<file path="src/rtl/mixn_tdm.sv">
// Time-division multi-channel digital mixer: one ADC sample is swept across NRX
// phase accumulators, and each channel's external sin/cos result mixes the sample.
module mixn_tdm #(
    parameter int unsigned NRX     = 4,
    parameter int unsigned ADCW    = 12,
    parameter int unsigned PHW     = 32,
    parameter int unsigned NCO_LAT = 2
) (
    input  logic                   clk,
    input  logic                   rst_n,
    input  logic signed [ADCW-1:0] adc,
    input  logic                   adc_valid,
    output logic                   busy,
    input  logic                   phi_we,
    input  logic [2:0]             phi_addr,
    input  logic [PHW-1:0]         phi_data,
    output logic [PHW-1:0]         phase_o,
    output logic                   phase_valid,
    input  logic signed [17:0]     sin_i,
    input  logic signed [17:0]     cos_i,
    output logic signed [17:0]     mix_i,
    output logic signed [17:0]     mix_q,
    output logic                   mix_valid,
    output logic [2:0]             mix_chan,
    output logic                   overrun,
    input  logic                   overrun_clr
);

    localparam int unsigned NSLOT = 8;

    typedef enum logic {IDLE, SWEEP} state_t;

    state_t                 state, state_nx;
    logic [2:0]             chan, chan_nx;
    logic                   accept;
    logic [PHW-1:0]         acc     [NSLOT];
    logic [PHW-1:0]         inc_act [NSLOT];
    logic [PHW-1:0]         inc_sh  [NSLOT];
    logic signed [ADCW-1:0] sample;

    logic [NCO_LAT-1:0]     v_d;
    logic [2:0]             ch_d  [NCO_LAT];
    logic signed [ADCW-1:0] smp_d [NCO_LAT];
    logic                   prod_v;
    logic [2:0]             prod_ch;
    logic signed [ADCW+17:0] prod_i, prod_q;

    assign accept = (state == IDLE) && adc_valid;

    always_comb begin
        state_nx    = state;
        chan_nx     = chan;
        busy        = 1'b0;
        phase_valid = 1'b0;
        phase_o     = '0;
        case (state)
            IDLE: begin
                if (adc_valid) begin
                    state_nx = SWEEP;
                    chan_nx  = '0;
                end
            end
            SWEEP: begin
                busy        = 1'b1;
                phase_valid = 1'b1;
                phase_o     = acc[chan];
                chan_nx     = chan + 3'd1;
                if (chan == 3'(NRX - 1)) begin
                    state_nx = IDLE;
                    chan_nx  = '0;
                end
            end
            default: state_nx = IDLE;
        endcase
    end

    always_ff @(posedge clk) begin
        if (!rst_n) begin
            state   <= IDLE;
            chan    <= '0;
            sample  <= '0;
            overrun <= 1'b0;
            for (int unsigned i = 0; i < NSLOT; i++) begin
                acc[i]     <= '0;
                inc_act[i] <= '0;
                inc_sh[i]  <= '0;
            end
        end else begin
            state <= state_nx;
            chan  <= chan_nx;
            // Shadow table is sampled before any same-cycle write lands in it.
            if (accept) begin
                sample <= adc;
                for (int unsigned i = 0; i < NSLOT; i++) inc_act[i] <= inc_sh[i];
            end
            if (state == SWEEP) acc[chan] <= acc[chan] + inc_act[chan];
            if (phi_we && (32'(phi_addr) < NRX)) inc_sh[phi_addr] <= phi_data;
            if (busy && adc_valid) overrun <= 1'b1;
            else if (overrun_clr)  overrun <= 1'b0;
        end
    end

    function automatic logic signed [17:0] rnd_sat(input logic signed [ADCW+17:0] p);
        logic signed [19:0] t;
        t = $signed({p[ADCW+17], p[ADCW+17:ADCW-1]}) + $signed({19'b0, p[ADCW-2]});
        if (t > 20'sd131071) return 18'sd131071;
        return t[17:0];
    endfunction

    // The sample travels with its channel tag so a back-to-back accept cannot
    // disturb products still in flight for the previous sweep.
    always_ff @(posedge clk) begin
        if (!rst_n) begin
            v_d       <= '0;
            prod_v    <= 1'b0;
            prod_ch   <= '0;
            prod_i    <= '0;
            prod_q    <= '0;
            mix_valid <= 1'b0;
            mix_i     <= '0;
            mix_q     <= '0;
            mix_chan  <= '0;
            for (int unsigned k = 0; k < NCO_LAT; k++) begin
                ch_d[k]  <= '0;
                smp_d[k] <= '0;
            end
        end else begin
            v_d[0]   <= phase_valid;
            ch_d[0]  <= chan;
            smp_d[0] <= sample;
            for (int unsigned k = 1; k < NCO_LAT; k++) begin
                v_d[k]   <= v_d[k-1];
                ch_d[k]  <= ch_d[k-1];
                smp_d[k] <= smp_d[k-1];
            end
            prod_v    <= v_d[NCO_LAT-1];
            prod_ch   <= ch_d[NCO_LAT-1];
            prod_i    <= smp_d[NCO_LAT-1] * cos_i;
            prod_q    <= smp_d[NCO_LAT-1] * sin_i;
            mix_valid <= prod_v;
            if (prod_v) begin
                mix_i    <= rnd_sat(prod_i);
                mix_q    <= rnd_sat(prod_q);
                mix_chan <= prod_ch;
            end
        end
    end

endmodule

</file>
<file path="config.mk">
export PLATFORM = sky130hd
export DESIGN_NAME = mixn_tdm
export DESIGN_NICKNAME = d
export VERILOG_FILES = /design/src/rtl/mixn_tdm.sv
export SDC_FILE = /design/constraint.sdc
export NUM_CORES = 2
export LEC_CHECK = 0
export BUFFER_PORTS_ARGS = -buffer_cell sky130_fd_sc_hd__buf_4
export CAP_MARGIN = 30
export CORE_MARGIN = 5
export CORE_UTILIZATION = 25
export DETAILED_ROUTE_END_ITERATION = 12
export GPL_ROUTABILITY_DRIVEN = 1
export GPL_TIMING_DRIVEN = 0
export PLACE_DENSITY = 0.43
export REMOVE_ABC_BUFFERS = 1
export SLEW_MARGIN = 40
export SYNTH_ARGS = -nofsm -noshare
export SYNTH_HDL_FRONTEND = slang
export SYNTH_SLANG_ARGS = --single-unit
</file>
<file path="constraint.sdc">
create_clock -name clk -period 7.1 [get_ports clk]
set_input_delay 0.355 -clock clk [delete_from_list [all_inputs] [get_ports clk]]
set_output_delay 0.355 -clock clk [all_outputs]
set_load 0.02 [all_outputs]
</file>
==> flow_summary.json <==
{
  "grt_pass1_vias": 33100,
  "syn-cell-area_um2": 51800,
  "n_fill_cell": 20879,
  "grt_start_max_net_pins": 95,
  "path_cells": "buf_16, and2_1, fa_1, ha_1, fa_1, inv_1, fa_1, fa_1, inv_1, ha_1, nand2_1, o31ai_1, nand2_1, o31ai_2, a41o_1, a221o_1, a21o_1, a211oi_2, nor3b_1",
  "crit_type": "reg2reg",
  "post-dp-hpwl_um": 93500,
  "drt-total-wl_um": 134000,
  "synth_seq_cells": 904,
  "rrSetupSlack_ps": 1010,
  "synth_top_area_cell": "edfxtp_1",
  "cts_buffers": 105,
  "fmax_mhz": 164,
  "cts_tree": "built",
  "cts_max_path_buffers": 3,
  "critical-path-top-delay-family": "adder cells",
  "postSynthAreaPerCell_um2": 12.5,
  "leakage_nw": 25.3,
  "final_common_cell": "edfxtp_1",
  "fin_nets": 5065,
  "wl_per_cell_um": 18.6,
  "gp_congestion": 0.762,
  "path_common_cell": "fa_1",
  "slew_viol_final": 0,
  "core_area_um2": 207000,
  "min_period_over_period": 0.858,
  "p_per_area_nw_per_um2": 220,
  "synth_seq_area_share": 0.498,
  "dieArea_um2": 216000,
  "cp.required_ps": 7720,
  "synthMuxAreaShare": 0.0716,
  "cts_resized": 0,
  "worstPathArrival_ps": 6710,
  "min_period_ps": 6090,
  "setup_violations": 0,
  "drc": 0,
  "vias": 30976,
  "ys_async_sr_fraction": 0,
  "ir_drop_v": 0.000185,
  "final_cell_mix": "edfxtp_1 (768), inv_1 (460), fa_1 (393), and2_1 (352), nand2_1 (329)",
  "cts.clk_slew.worst_paths_ps": 60,
  "start_util": 0.251,
  "cts_setup_buffers": 0,
  "setup_tns_ps": 0,
  "dieWidth_um": 465,
  "grt_util_all_layers": 0.125,
  "drv_cap": 0,
  "synth_top_family_by_area": "adder cells",
  "hold_violations": 0,
  "slowest_stage": "dfxtp_2",
  "gr-total-overflow": 0,
  "placed_cell_area_um2": 57800,
  "antenna_found_initial": 18,
  "rows": 167,
  "synth-compound-area-share": 0.0342,
  "syn_inst": 4160,
  "vias_per_cell": 4.29,
  "synth_edf_count": 768,
  "cts_max_level": 3,
  "layout-drive-gt1-share": 0.141,
  "ios": 163,
  "portBuffers": 162,
  "synthSimpleGateAreaFrac": 0.137,
  "final_area_um2": 61600,
  "status": "completed",
  "max_slew.worst_pin.slew_ps": 702,
  "die_h_um": 465,
  "synthFlopType": "edfxtp_1",
  "finClkSkew_ps": 64.7,
  "cts-root-buf": "clkbuf_16",
  "top_layer_used": "met5",
  "slew_headroom": 0.519,
  "synth_fa_ha_area_frac": 0.190,
  "cp_slowest_stage_delay_ps": 630,
  "synthToLayoutAreaGrowth_pct": 18.9,
  "grt_pass1_wl_um": 207000,
  "synth_area_leaders": "edfxtp_1 (45%), fa_1 (15%), mux4_2 (5.6%)",
  "hold_path_class": "in2reg",
  "first_pass_iters": 5,
  "dr_wl_met3_um": 5320,
  "synth_xor_area_frac": 0.0171,
  "postCtsHoldBufs": 47,
  "antenna_left": 0,
  "cp-end-kind": "flip-flop",
  "routed-wl-met2_um": 67300,
  "met1_length_um": 58900,
  "clock_sinks": 904,
  "synthDistinctLibCells": 64,
  "rsz0062_at_grt": "no",
  "clkLatencyLatePin_ps": 730,
  "yosys_warnings": 0,
  "synth_top_area_frac": 0.445,
  "path_buf_inv": 3,
  "path_max_fanout": 19,
  "drtIter0Drc": 1853,
  "cp-start-kind": "flip-flop"
}
## through the flow
stage           util  cells  setup slack (ps)  hold slack [ps]  power, W
2_1_floorplan      -   4038             -4780              412   0.00761
3_3_place_gp   0.271   6904            -17150              415   0.00836
3_5_place_dp   0.279   6978               973              417   0.00838
4_1_cts        0.298   7223               920             48.9    0.0138
5_1_grt        0.298   7223               583             99.0    0.0142
6_report       0.298   7226              1010              137    0.0135
## synth_stat cells (all sizes together) (31+ instances only)
cell	number
edfxtp	768
inv	465
fa	393
and2	353
nand2	343
nor2	329
and3	248
clkbuf	224
ha	156
dfxtp	136
mux4	128
a21oi	93
xnor2	64
o21ai	62
mux2	60
xor2	37
a21o	33
nor3	32
nand2b	31
## where the power goes
group | internal, W | switching (W) | leakage [nW]
clock network | 0.00302 | 0.00225 | 1.63
registers | 0.00615 | 0.000129 | 8.89
logic | 0.000764 | 0.00121 | 14.8
total | 0.00994 | 0.00358 | 25.3
## per-layer routing
metal | GRT usage | vias to the layer above
li1 | - | 14492
met1 | 0.162 | 15775
met2 | 0.220 | 528
met3 | 0.0200 | 177
met4 | 0.0285 | 4
met5 | 0 | -
## final timing paths
path / startpoint / end / cells past startpoint
worst max-delay path: smp_d[0][13] / prod_q[27] / 19
worst min-delay path: phi_addr[0] / inc_sh[0][19] / 3
worst max register to register: smp_d[0][13] / prod_q[27] / 19
worst min register to register: ch_d[0][0] / ch_d[1][0] / 1
## area by class of cell
cell class	instances	area [µm²]	area share
Antenna cell	3	7.51	0.000122
Clock buffer	135	2770	0.0450
Clock inverter	63	579	0.00941
Inverter	466	1770	0.0288
Multi-Input combinational cell	2668	24000	0.390
Sequential cell	904	25800	0.419
Tap cell	2704	3380	0.0549
Timing Repair Buffer	283	3250	0.0528
## worst min-delay path, delay by kind of cell
family	cells	cell delay, ps
simple gates	2	220
buf+inv	1	120
## flip-flops by register name (all words and copies together) (netlist names), 2 cells and up, named ones only
name,flops
inc_sh,256
prod_ch,3
prod_i,20
mix_chan,3
inc_act,256
ch_d,6
sample,12
mix_i,18
v_d,2
mix_q,18
acc,256
prod_q,20
chan,3
smp_d,24
## logic make-up after synthesis
family,after synthesis
other cells,1
compound gates,273
mux,203
xor+xnor,101
fa+ha+maj,549
flops,904
buf+inv,715
simple gates,1414
Note: power is estimated with default switching activity, not from simulation.
